$ cat src/rtl/mux41_rr_arbiter_pkg.sv
// Shared types and helpers for the mux41 round-robin arbiter.
package mux41_arb_pkg;
  localparam int NREQ  = 4;
  localparam int IDX_W = 2;

  typedef enum logic {ST_IDLE = 1'b0, ST_OWN = 1'b1} state_t;

  function automatic logic [NREQ-1:0] onehot(input logic [IDX_W-1:0] idx);
    logic [NREQ-1:0] v;
    v      = '0;
    v[idx] = 1'b1;
    return v;
  endfunction

  function automatic logic [IDX_W-1:0] enc(input logic [NREQ-1:0] oh);
    logic [IDX_W-1:0] r;
    r = '0;
    for (int i = 0; i < NREQ; i++)
      if (oh[i]) r = IDX_W'(i);
    return r;
  endfunction
endpackage

$ cat src/rtl/mux41_rr_arbiter_if.sv
// Requester/arbiter bundle. Optional lock input when MUX41_ARB_LOCK_EN is defined.
interface mux41_rr_arbiter_if #(parameter int HOLD_MAX = 8);
  import mux41_arb_pkg::*;
  localparam int CNT_W = $clog2(HOLD_MAX + 1);

  logic [NREQ-1:0]  req;
  logic [NREQ-1:0]  grant;
  logic             s1;
  logic             s0;
  logic             busy;
  logic [CNT_W-1:0] tenure;
`ifdef MUX41_ARB_LOCK_EN
  logic             lock;

  modport master (output req, lock, input grant, s1, s0, busy, tenure);
  modport slave  (input req, lock, output grant, s1, s0, busy, tenure);
`else
  modport master (output req, input grant, s1, s0, busy, tenure);
  modport slave  (input req, output grant, s1, s0, busy, tenure);
`endif
endinterface

$ cat src/rtl/mux41_rr_arbiter_rr_pick4.sv
// Combinational rotating priority search: first set req after 'last', wrapping,
// optionally skipping one index (the current owner).
module rr_pick4
  import mux41_arb_pkg::*;
(
  input  logic [NREQ-1:0]  req,
  input  logic [IDX_W-1:0] last,
  input  logic             exclude_en,
  input  logic [IDX_W-1:0] exclude_idx,
  output logic             found,
  output logic [IDX_W-1:0] idx
);
  logic [IDX_W-1:0] cand;

  // Scan last+1 .. last+4 (mod 4); earliest hit wins.
  always_comb begin
    found = 1'b0;
    idx   = last;
    cand  = last;
    for (int k = 1; k <= NREQ; k++) begin
      cand = last + IDX_W'(k);
      if (!found && req[cand] && !(exclude_en && cand == exclude_idx)) begin
        found = 1'b1;
        idx   = cand;
      end
    end
  end
endmodule

$ cat src/rtl/mux41_rr_arbiter.sv
// Round-robin owner of a 4:1 mux with max-tenure preemption.
// Optional feature macro: MUX41_ARB_LOCK_EN (owner lock suppresses preemption).
module mux41_rr_arbiter
  import mux41_arb_pkg::*;
#(
  parameter int HOLD_MAX = 8,
  localparam int CNT_W   = $clog2(HOLD_MAX + 1)
) (
  input  logic               clk,
  input  logic               rst_n,
  mux41_rr_arbiter_if.slave  bus
);
  state_t           state_q, state_d;
  logic [NREQ-1:0]  grant_q, grant_d;
  logic [IDX_W-1:0] sel_q, sel_d;     // also owner index while in ST_OWN
  logic [IDX_W-1:0] last_q, last_d;
  logic [CNT_W-1:0] tenure_q, tenure_d;
  logic             found;
  logic [IDX_W-1:0] win;
  logic             locked;

`ifdef MUX41_ARB_LOCK_EN
  assign locked = bus.lock;
`else
  assign locked = 1'b0;
`endif

  // Owner never competes against itself, so a handoff always rotates away.
  rr_pick4 u_pick (
    .req         (bus.req),
    .last        (last_q),
    .exclude_en  (state_q == ST_OWN),
    .exclude_idx (sel_q),
    .found       (found),
    .idx         (win)
  );

  // Next-state: grant on request, hand off on release or tenure expiry.
  always_comb begin
    state_d  = state_q;
    grant_d  = grant_q;
    sel_d    = sel_q;
    last_d   = last_q;
    tenure_d = tenure_q;
    case (state_q)
      ST_IDLE: begin
        if (found) begin
          state_d  = ST_OWN;
          grant_d  = onehot(win);
          sel_d    = win;
          last_d   = win;
          tenure_d = CNT_W'(1);
        end
      end
      ST_OWN: begin
        if (!bus.req[sel_q] ||
            (tenure_q == CNT_W'(HOLD_MAX) && !locked && found)) begin
          if (found) begin
            grant_d  = onehot(win);
            sel_d    = win;
            last_d   = win;
            tenure_d = CNT_W'(1);
          end else begin
            // sel stays on old owner so the mux output stays put while idle
            state_d  = ST_IDLE;
            grant_d  = '0;
            tenure_d = '0;
          end
        end else if (tenure_q < CNT_W'(HOLD_MAX)) begin
          tenure_d = tenure_q + CNT_W'(1);
        end
      end
      default: begin
        state_d = ST_IDLE;
        grant_d = '0;
      end
    endcase
  end

  // State register with synchronous active-low reset.
  always_ff @(posedge clk) begin
    if (!rst_n) begin
      state_q  <= ST_IDLE;
      grant_q  <= '0;
      sel_q    <= '0;
      last_q   <= IDX_W'(NREQ - 1);
      tenure_q <= '0;
    end else begin
      state_q  <= state_d;
      grant_q  <= grant_d;
      sel_q    <= sel_d;
      last_q   <= last_d;
      tenure_q <= tenure_d;
    end
  end

  assign bus.grant  = grant_q;
  assign bus.s1     = sel_q[1];
  assign bus.s0     = sel_q[0];
  assign bus.busy   = |grant_q;
  assign bus.tenure = tenure_q;
endmodule

$ cat src/flat_wrapper.sv
// flat-port wrapper written by rule: the top's interface ports become plain ports
module mux41_rr_arbiter_flat import mux41_arb_pkg::*;
#(
  parameter int HOLD_MAX = 8,
  localparam int CNT_W   = $clog2(HOLD_MAX + 1)
)
  (clk, rst_n, bus_req, bus_grant, bus_s1, bus_s0, bus_busy, bus_tenure);
  mux41_rr_arbiter_if #(.HOLD_MAX(HOLD_MAX)) bus_i ();
  input  logic clk;
  input  logic rst_n;
  input wire logic [$bits(bus_i.req)-1:0] bus_req;
  output wire logic [$bits(bus_i.grant)-1:0] bus_grant;
  output wire logic [$bits(bus_i.s1)-1:0] bus_s1;
  output wire logic [$bits(bus_i.s0)-1:0] bus_s0;
  output wire logic [$bits(bus_i.busy)-1:0] bus_busy;
  output wire logic [$bits(bus_i.tenure)-1:0] bus_tenure;
  assign bus_i.req = bus_req;
  assign bus_grant = bus_i.grant;
  assign bus_s1 = bus_i.s1;
  assign bus_s0 = bus_i.s0;
  assign bus_busy = bus_i.busy;
  assign bus_tenure = bus_i.tenure;
  mux41_rr_arbiter #(.HOLD_MAX(HOLD_MAX)) u_core (.clk(clk), .rst_n(rst_n), .bus(bus_i));
endmodule
$ cat config.mk
export PLATFORM = sky130hd
export DESIGN_NAME = mux41_rr_arbiter_flat
export DESIGN_NICKNAME = d
export VERILOG_FILES = /design/src/rtl/mux41_rr_arbiter_pkg.sv /design/src/rtl/mux41_rr_arbiter_if.sv /design/src/rtl/mux41_rr_arbiter_rr_pick4.sv /design/src/rtl/mux41_rr_arbiter.sv /design/src/flat_wrapper.sv
export SDC_FILE = /design/constraint.sdc
export NUM_CORES = 1
export LEC_CHECK = 0
export ABC_AREA = 1
export CAP_MARGIN = 20
export CORE_MARGIN = 1
export CORE_UTILIZATION = 38
export DETAILED_ROUTE_END_ITERATION = 12
export HOLD_SLACK_MARGIN = 0.06
export PLACE_DENSITY_LB_ADDON = 0.3
export SLEW_MARGIN = 20
export SYNTH_ARGS = -nofsm -noshare
export SYNTH_HDL_FRONTEND = slang
export SYNTH_HIERARCHICAL = 1
export SYNTH_SLANG_ARGS = --single-unit
export TNS_END_PERCENT = 100
$ cat constraint.sdc
create_clock -name clk -period 4.6 [get_ports clk]
set_input_delay 0.69 -clock clk [delete_from_list [all_inputs] [get_ports clk]]
set_output_delay 0.69 -clock clk [all_outputs]
set_load 0.05 [all_outputs]
== Yosys cells after proc, flatten, opt, wreduce, memory -nomap -nowiden ==
Cells that the tools add are included.

* Register bits: 13
* Word-level logic and storage cells: 89

* Reductions and logical operators: 25
* Bitwise operators: 1
* Add/sub/neg operators: 4
* Magnitude comparators: 8
* Equal/unequal tests: 8
* Muxes and demuxes: 38

{| class="wikitable"
|+ Operators with widths
! kind !! count
|-
| $mux 4 || 6
|-
| $lt 2x3->1 const B || 6
|-
| $mux 2 || 8
|-
| $pmux 4 s2 || 2
|-
| $logic_and 1x1->1 || 13
|-
| $mux 1 || 13
|-
| $bmux 1 s2 || 5
|-
| $eq 2x2->1 || 4
|-
| $logic_not 1->1 || 8
|-
| $pmux 2 s2 || 2
|-
| $add 2x2->2 const B || 2
|-
| $add 4x1->4 const B || 1
|-
| $eq 4x4->1 const B || 1
|-
| $lt 4x4->1 const B || 1
|-
| $reduce_and 2->1 || 2
|-
| $reduce_or 4->1 || 1
|-
| $ne 3x3->1 const B || 1
|-
| $add 2x1->2 const B || 1
|-
| $demux 1 s2 || 1
|-
| $ge 2x1->1 const B || 1
|-
| $ne 2x1->1 const B || 1
|-
| $ne 2x2->1 const B || 1
|-
| $pmux 1 s2 || 1
|-
| $logic_or 1x1->1 || 1
|-
| $not 1->1 || 1
|}

== Depth between registers and ports, before layout ==
* Word-level depth: 25
* Mapped depth: 18
* Depth with buffers taken out: 16

== Cells and area by module ==
Netlist, hierarchy kept.

{| class="wikitable"
|+ Modules (own cells, without submodules)
! module !! instances !! area an instance (um^2) !! sequential area each (um^2) !! cells each
|-
| mux41_rr_arbiter || 1 || 708.2 || 260.2 || 95
|-
| rr_pick4 || 1 || 392.9 || 0.0 || 66
|}

== Least setup slack after synthesis ==
OpenSTA, ideal clock, no wires.

* Kind: reg2reg
* From: reg u_core.sel_q[0]
* To: reg u_core.grant_q[2], in the netlist u_core/bus.grant[2]
* Slack: 2.236 ns
* Stages on the path, launching flop included: 18
* Data required time: 4.540 ns
* Clock period less this slack: 2.364 ns
* Data arrival time: 2.304 ns
* Buffers on the path: 1
* Setup time: 0.060 ns
* Path through: dfxtp_1 inv_1 nand2_4 nand2_4 nor2_8 nand2_2 nand2_4 nand2_4 clkinv_2 nand2_2 o211ai_1 buf_6 nand4_4 nand3_4 nand3_2 nor2_1 nand2_1 nand2_1

* Elaborated cells between the ends (all ways): 47
* Classes of those cells: order compare (2); eq/ne (6); mux (16); reduce/logical (23)

{| class="wikitable"
|+ RTL lines
! what !! RTL line !! source
|-
| start, declared || mux41_rr_arbiter.sv:15 || <nowiki>logic [IDX_W-1:0] sel_q, sel_d;</nowiki>
|-
| start signal, assigned || mux41_rr_arbiter.sv:91 || <nowiki>sel_q <= sel_d;</nowiki>
|-
| $eq 2x2->1 || mux41_rr_arbiter_rr_pick4.sv:22 || <nowiki>if (!found && req[cand] && !(exclude_en && cand == exclude_idx)) begin</nowiki>
|-
| $logic_and 1x1->1 || mux41_rr_arbiter_rr_pick4.sv:22 ||
|-
| $logic_not 1->1 || mux41_rr_arbiter_rr_pick4.sv:22 ||
|-
| $logic_and 1x1->1 || mux41_rr_arbiter_rr_pick4.sv:22 ||
|-
| $mux 1 || mux41_rr_arbiter_rr_pick4.sv:22 ||
|-
| $logic_not 1->1 || mux41_rr_arbiter_rr_pick4.sv:22 ||
|-
| $logic_and 1x1->1 (2 in a row) || mux41_rr_arbiter_rr_pick4.sv:22 ||
|-
| $mux 1 || mux41_rr_arbiter_rr_pick4.sv:22 ||
|-
| [4 not listed] || - ||
|-
| $logic_not 1->1 || mux41_rr_arbiter_rr_pick4.sv:22 ||
|-
| $logic_and 1x1->1 (2 in a row) || mux41_rr_arbiter_rr_pick4.sv:22 ||
|-
| $mux 1 (*) || mux41_rr_arbiter_rr_pick4.sv:22 ||
|-
| net u_core.found || mux41_rr_arbiter.sv:18 || <nowiki>logic found;</nowiki>
|-
| $logic_and 1x1->1 || mux41_rr_arbiter.sv:57 || <nowiki>(tenure_q == CNT_W'(HOLD_MAX) && !locked && found)) begin</nowiki>
|-
| $logic_or 1x1->1 || mux41_rr_arbiter.sv:56 || <nowiki>if (!bus.req[sel_q] ||</nowiki>
|-
| $ne 2x2->1 (no source line) || - ||
|-
| $reduce_and 2->1 (no source line) || - ||
|-
| end signal, assigned || mux41_rr_arbiter.sv:90 || <nowiki>grant_q <= grant_d;</nowiki>
|-
| end, declared || mux41_rr_arbiter.sv:14 || <nowiki>logic [NREQ-1:0] grant_q, grant_d;</nowiki>
|}

Mark *: on every way through the listed nets, which the timed path passes. The rest lies on a longest branch. The select of a mux whose other input is x is not followed.
A chain may end at the register's enable or synchronous reset.

== Final worst setup path ==
* From: in bus_req[3]
* To: reg u_core.grant_q[2], in the netlist u_core/bus.grant[2]

* Elaborated cells between the ends (all ways): 43
* Classes of those cells: order compare (2); eq/ne (2); mux (24); reduce/logical (15)

{| class="wikitable"
|+ RTL lines
! what !! RTL line !! source
|-
| start, declared || flat_wrapper.sv:11 || <nowiki>input wire logic [$bits(bus_i.req)-1:0] bus_req;</nowiki>
|-
| $bmux 1 s2 || mux41_rr_arbiter_rr_pick4.sv:22 ||
|-
| $mux 1 (not written as such) || mux41_rr_arbiter_rr_pick4.sv:22 ||
|-
| $logic_and 1x1->1 || mux41_rr_arbiter_rr_pick4.sv:22 ||
|-
| $mux 1 || mux41_rr_arbiter_rr_pick4.sv:22 ||
|-
| $logic_not 1->1 || mux41_rr_arbiter_rr_pick4.sv:22 ||
|-
| $logic_and 1x1->1 (2 in a row) || mux41_rr_arbiter_rr_pick4.sv:22 ||
|-
| $mux 1 || mux41_rr_arbiter_rr_pick4.sv:22 ||
|-
| $logic_not 1->1 || mux41_rr_arbiter_rr_pick4.sv:22 ||
|-
| [3 not listed] || - ||
|-
| $logic_not 1->1 || mux41_rr_arbiter_rr_pick4.sv:22 ||
|-
| $logic_and 1x1->1 (2 in a row) || mux41_rr_arbiter_rr_pick4.sv:22 ||
|-
| $mux 1 (*) || mux41_rr_arbiter_rr_pick4.sv:22 ||
|-
| net u_core.found || mux41_rr_arbiter.sv:18 ||
|-
| $logic_and 1x1->1 || mux41_rr_arbiter.sv:57 ||
|-
| $logic_or 1x1->1 || mux41_rr_arbiter.sv:56 ||
|-
| $ne 2x2->1 (no source line) || - ||
|-
| $reduce_and 2->1 (no source line) || - ||
|}

Marks and branches as above.

==> summary.txt <==
status = finished, final reports clean
num rows = 19
I/O Pins = 17
layout cells sized above 1 = 0.203
WP buf/inv = 1
initial antenna violation count = 0
crit path time final = 2810 ps
max cap viols = 0
leakage = 0.627 nW
wire per inst = 11.5 um
Register Area = 260 um2
Net Count, Synth = 169
PwrDens = 785 nW/um2
FF+latch count, synth = 13
worst slew pin tran = 843 ps
DRC = 0
Crit. End Element = flop
die width = 55.8 um
Remaining Overflow, GRT = 0
clk_lat worst skew = 280 ps
vias in the first global route = 1032
area of the mapped netlist = 1100 um2
Yosys Warn Count = 6
most common cell after layout, fill and taps aside = nand2_1
Worst Skew = 7.18 ps
area of the multi-input gates = 708 um2
Setup TNS = 0 ps
HP Class = flop to flop
Final Slew Violations = 0
required time of the critical path = 4820 ps
total global routing track utilization = 0.166
TritonCTS Buffers = 3
Crit path max-delay family = simple AND/OR/NAND/NOR gates
# port buffers = 16
CTS Hold Buffers Added = 0
Yosys cell types = 30
area delta synth->final = 17.4%
main area contributors after synthesis = dfxtp_1 (24%), nand2_1 (14%), nand3_1 (9.5%)
critical path's largest stage delay = 680 ps
first-pass GRT wire length = 4190 um
GPL Wtd Cong = 0.792
Ant. Diodes = 0
synthesized area per cell = 6.84 um2
RSZ-0062 raised after global routing = false
filler cell count in the final layout = 291
CTS root buffer = clkbuf_4
H-tree depth = 1
Layout Nets = 186
Max Used Layer = met4
routed length on met3 = 125 um
Max Clock Freq = 356 MHz
largest net degree at the start of global routing = 17
slowest stage cell on the critical path = o211ai_1
post-synthesis sequential area ratio = 0.236
Clock Path Buffers = 2
drt total wl = 2380 um
WS Path Type = input pin to flop
TritonRoute pass-1 iters = 5
Worst setup SP type = input pin
largest area contributor in the netlist = dfxtp_1
cells after synthesis = 161
CTS tree = yes
final antenna-violating net count = 0
Post-CTS Setup Bufs = 0
via count = 1067
Core Util, Final = 0.469
met2 wire length = 1180 um
number of DRC markers in iteration 0 = 50
CP arrival = 3030 ps
final hold violations = 0
Worst Path Max Fanout = 8
Max VDD drop = 0.000337 V
metal1 wirelength = 1060 um
Detailed Place HPWL = 1900 um
Synth top area share = 0.236
vias per inst = 5.13
most frequent cells in the layout = nand2_1 (42), nand3_1 (21), inv_1 (19)
die height = 55.8 um
Die ar. = 3120 um2
core area = 2760 um2
critical-path cell list = clkdlybuf4s50_1 -> nand2_1 -> nand3_1 -> nand2_1 -> o211ai_1 -> nand4_4 -> nand3_4 -> nand3_2 -> nor2_1 -> nand2_1 -> nand2_1
Tcrit/Tclk final = 0.610
slew margin rel. = 0.436
Final setup viols = 0
post_cts resized = 0
# clock sinks = 13
Top cell by count, worst path = nand2_1
Reg clk slew, reported paths = 70 ps
Initial Util = 0.399
[layer usage]
layer | GRT usage | vias up
met4 | 0.0732 | 0
met1 | 0.202 | 493
met3 | 0.0372 | 4
met2 | 0.279 | 26
li1 | - | 544
met5 | 0 | -
[worst reg2reg max path: cells and delay by family (launching register included)]
family	cells	cell delay, ps
buf+inv	1	90
compound gates	3	630
simple gates	10	1180
flops	1	690
[area by class of cell]
cell class                      count  area share
Sequential cell                    13       0.201
Clock buffer                        3      0.0174
Inverter                           23      0.0755
Timing Repair Buffer               16       0.124
Tap cell                           31      0.0300
Multi-Input combinational cell    121       0.548
Clock inverter                      1     0.00387
[kinds of logic (layout without fill, tap and decap cells)]
group | count (synthesis) | in the layout | synth area share
buf+inv | 27 | 43 | 0.120
flops | 13 | 13 | 0.236
simple gates | 105 | 105 | 0.535
compound gates | 12 | 12 | 0.0693
xor+xnor | 2 | 2 | 0.0159
fa+ha+maj | 2 | 2 | 0.0227
[cells in the mapped netlist]
cell type  count
nand2_4        8
nand2_2        9
nand2_1       42
xor2_1         1
nor2_8         1
nand4_4        1
o211ai_1       2
buf_6          2
a21oi_2        2
clkinv_2       1
inv_1         19
or2_2          2
xnor2_1        1
inv_2          1
dfxtp_1       13
or4_1          1
nand3_4        1
nand4_1        2
o21ai_0        2
ha_1           2
nor2_1        13
inv_8          1
a41oi_1        1
buf_4          1
nand3_1       21
o21ai_1        4
inv_4          1
buf_2          1
a21oi_1        1
nand3_2        4
[worst paths after layout]
path                             from             endpoint  slack (ps)  depth (start not counted)
hold / removal    u_core/bus.grant[2]  u_core/bus.grant[2]         490                          2
hold reg to reg   u_core/bus.grant[2]  u_core/bus.grant[2]         490                          2
setup / recovery           bus_req[3]  u_core/bus.grant[2]        1790                         11
setup reg to reg     u_core/last_q[0]  u_core/bus.grant[2]        1940                         14
[sequential cells by signal, summed over array words and instances (netlist names)]
| signal | flops |
|---|---|
| u_core/bus.grant | 4 |
| u_core/bus.tenure | 4 |
| u_core/last_q | 2 |
| u_core/sel_q | 2 |
| u_core/state_q | 1 |
[where the power goes]
part,switching (W),internal [W]
logic,0.000483,0.000248
registers,0.0000641,0.000149
clock network,0.0000377,0.0000322
total,0.000585,0.000429
[per-stage QoR]
step / setup slack, ps / cell area [um2] / total power (W) / std cells / hold slack (ps)
floorplan: 2240 / 1100 / 0.000819 / 161 / 430
CTS: 1790 / 1290 / 0.00102 / 208 / 487
finish: 1790 / 1290 / 0.00101 / 208 / 488
global route: 1600 / 1290 / 0.00110 / 208 / 515
detailed placement: 1510 / 1260 / 0.000945 / 204 / 471
global placement: 1580 / 1260 / 0.000932 / 204 / 486
Note: power is estimated with default switching activity, not from simulation.
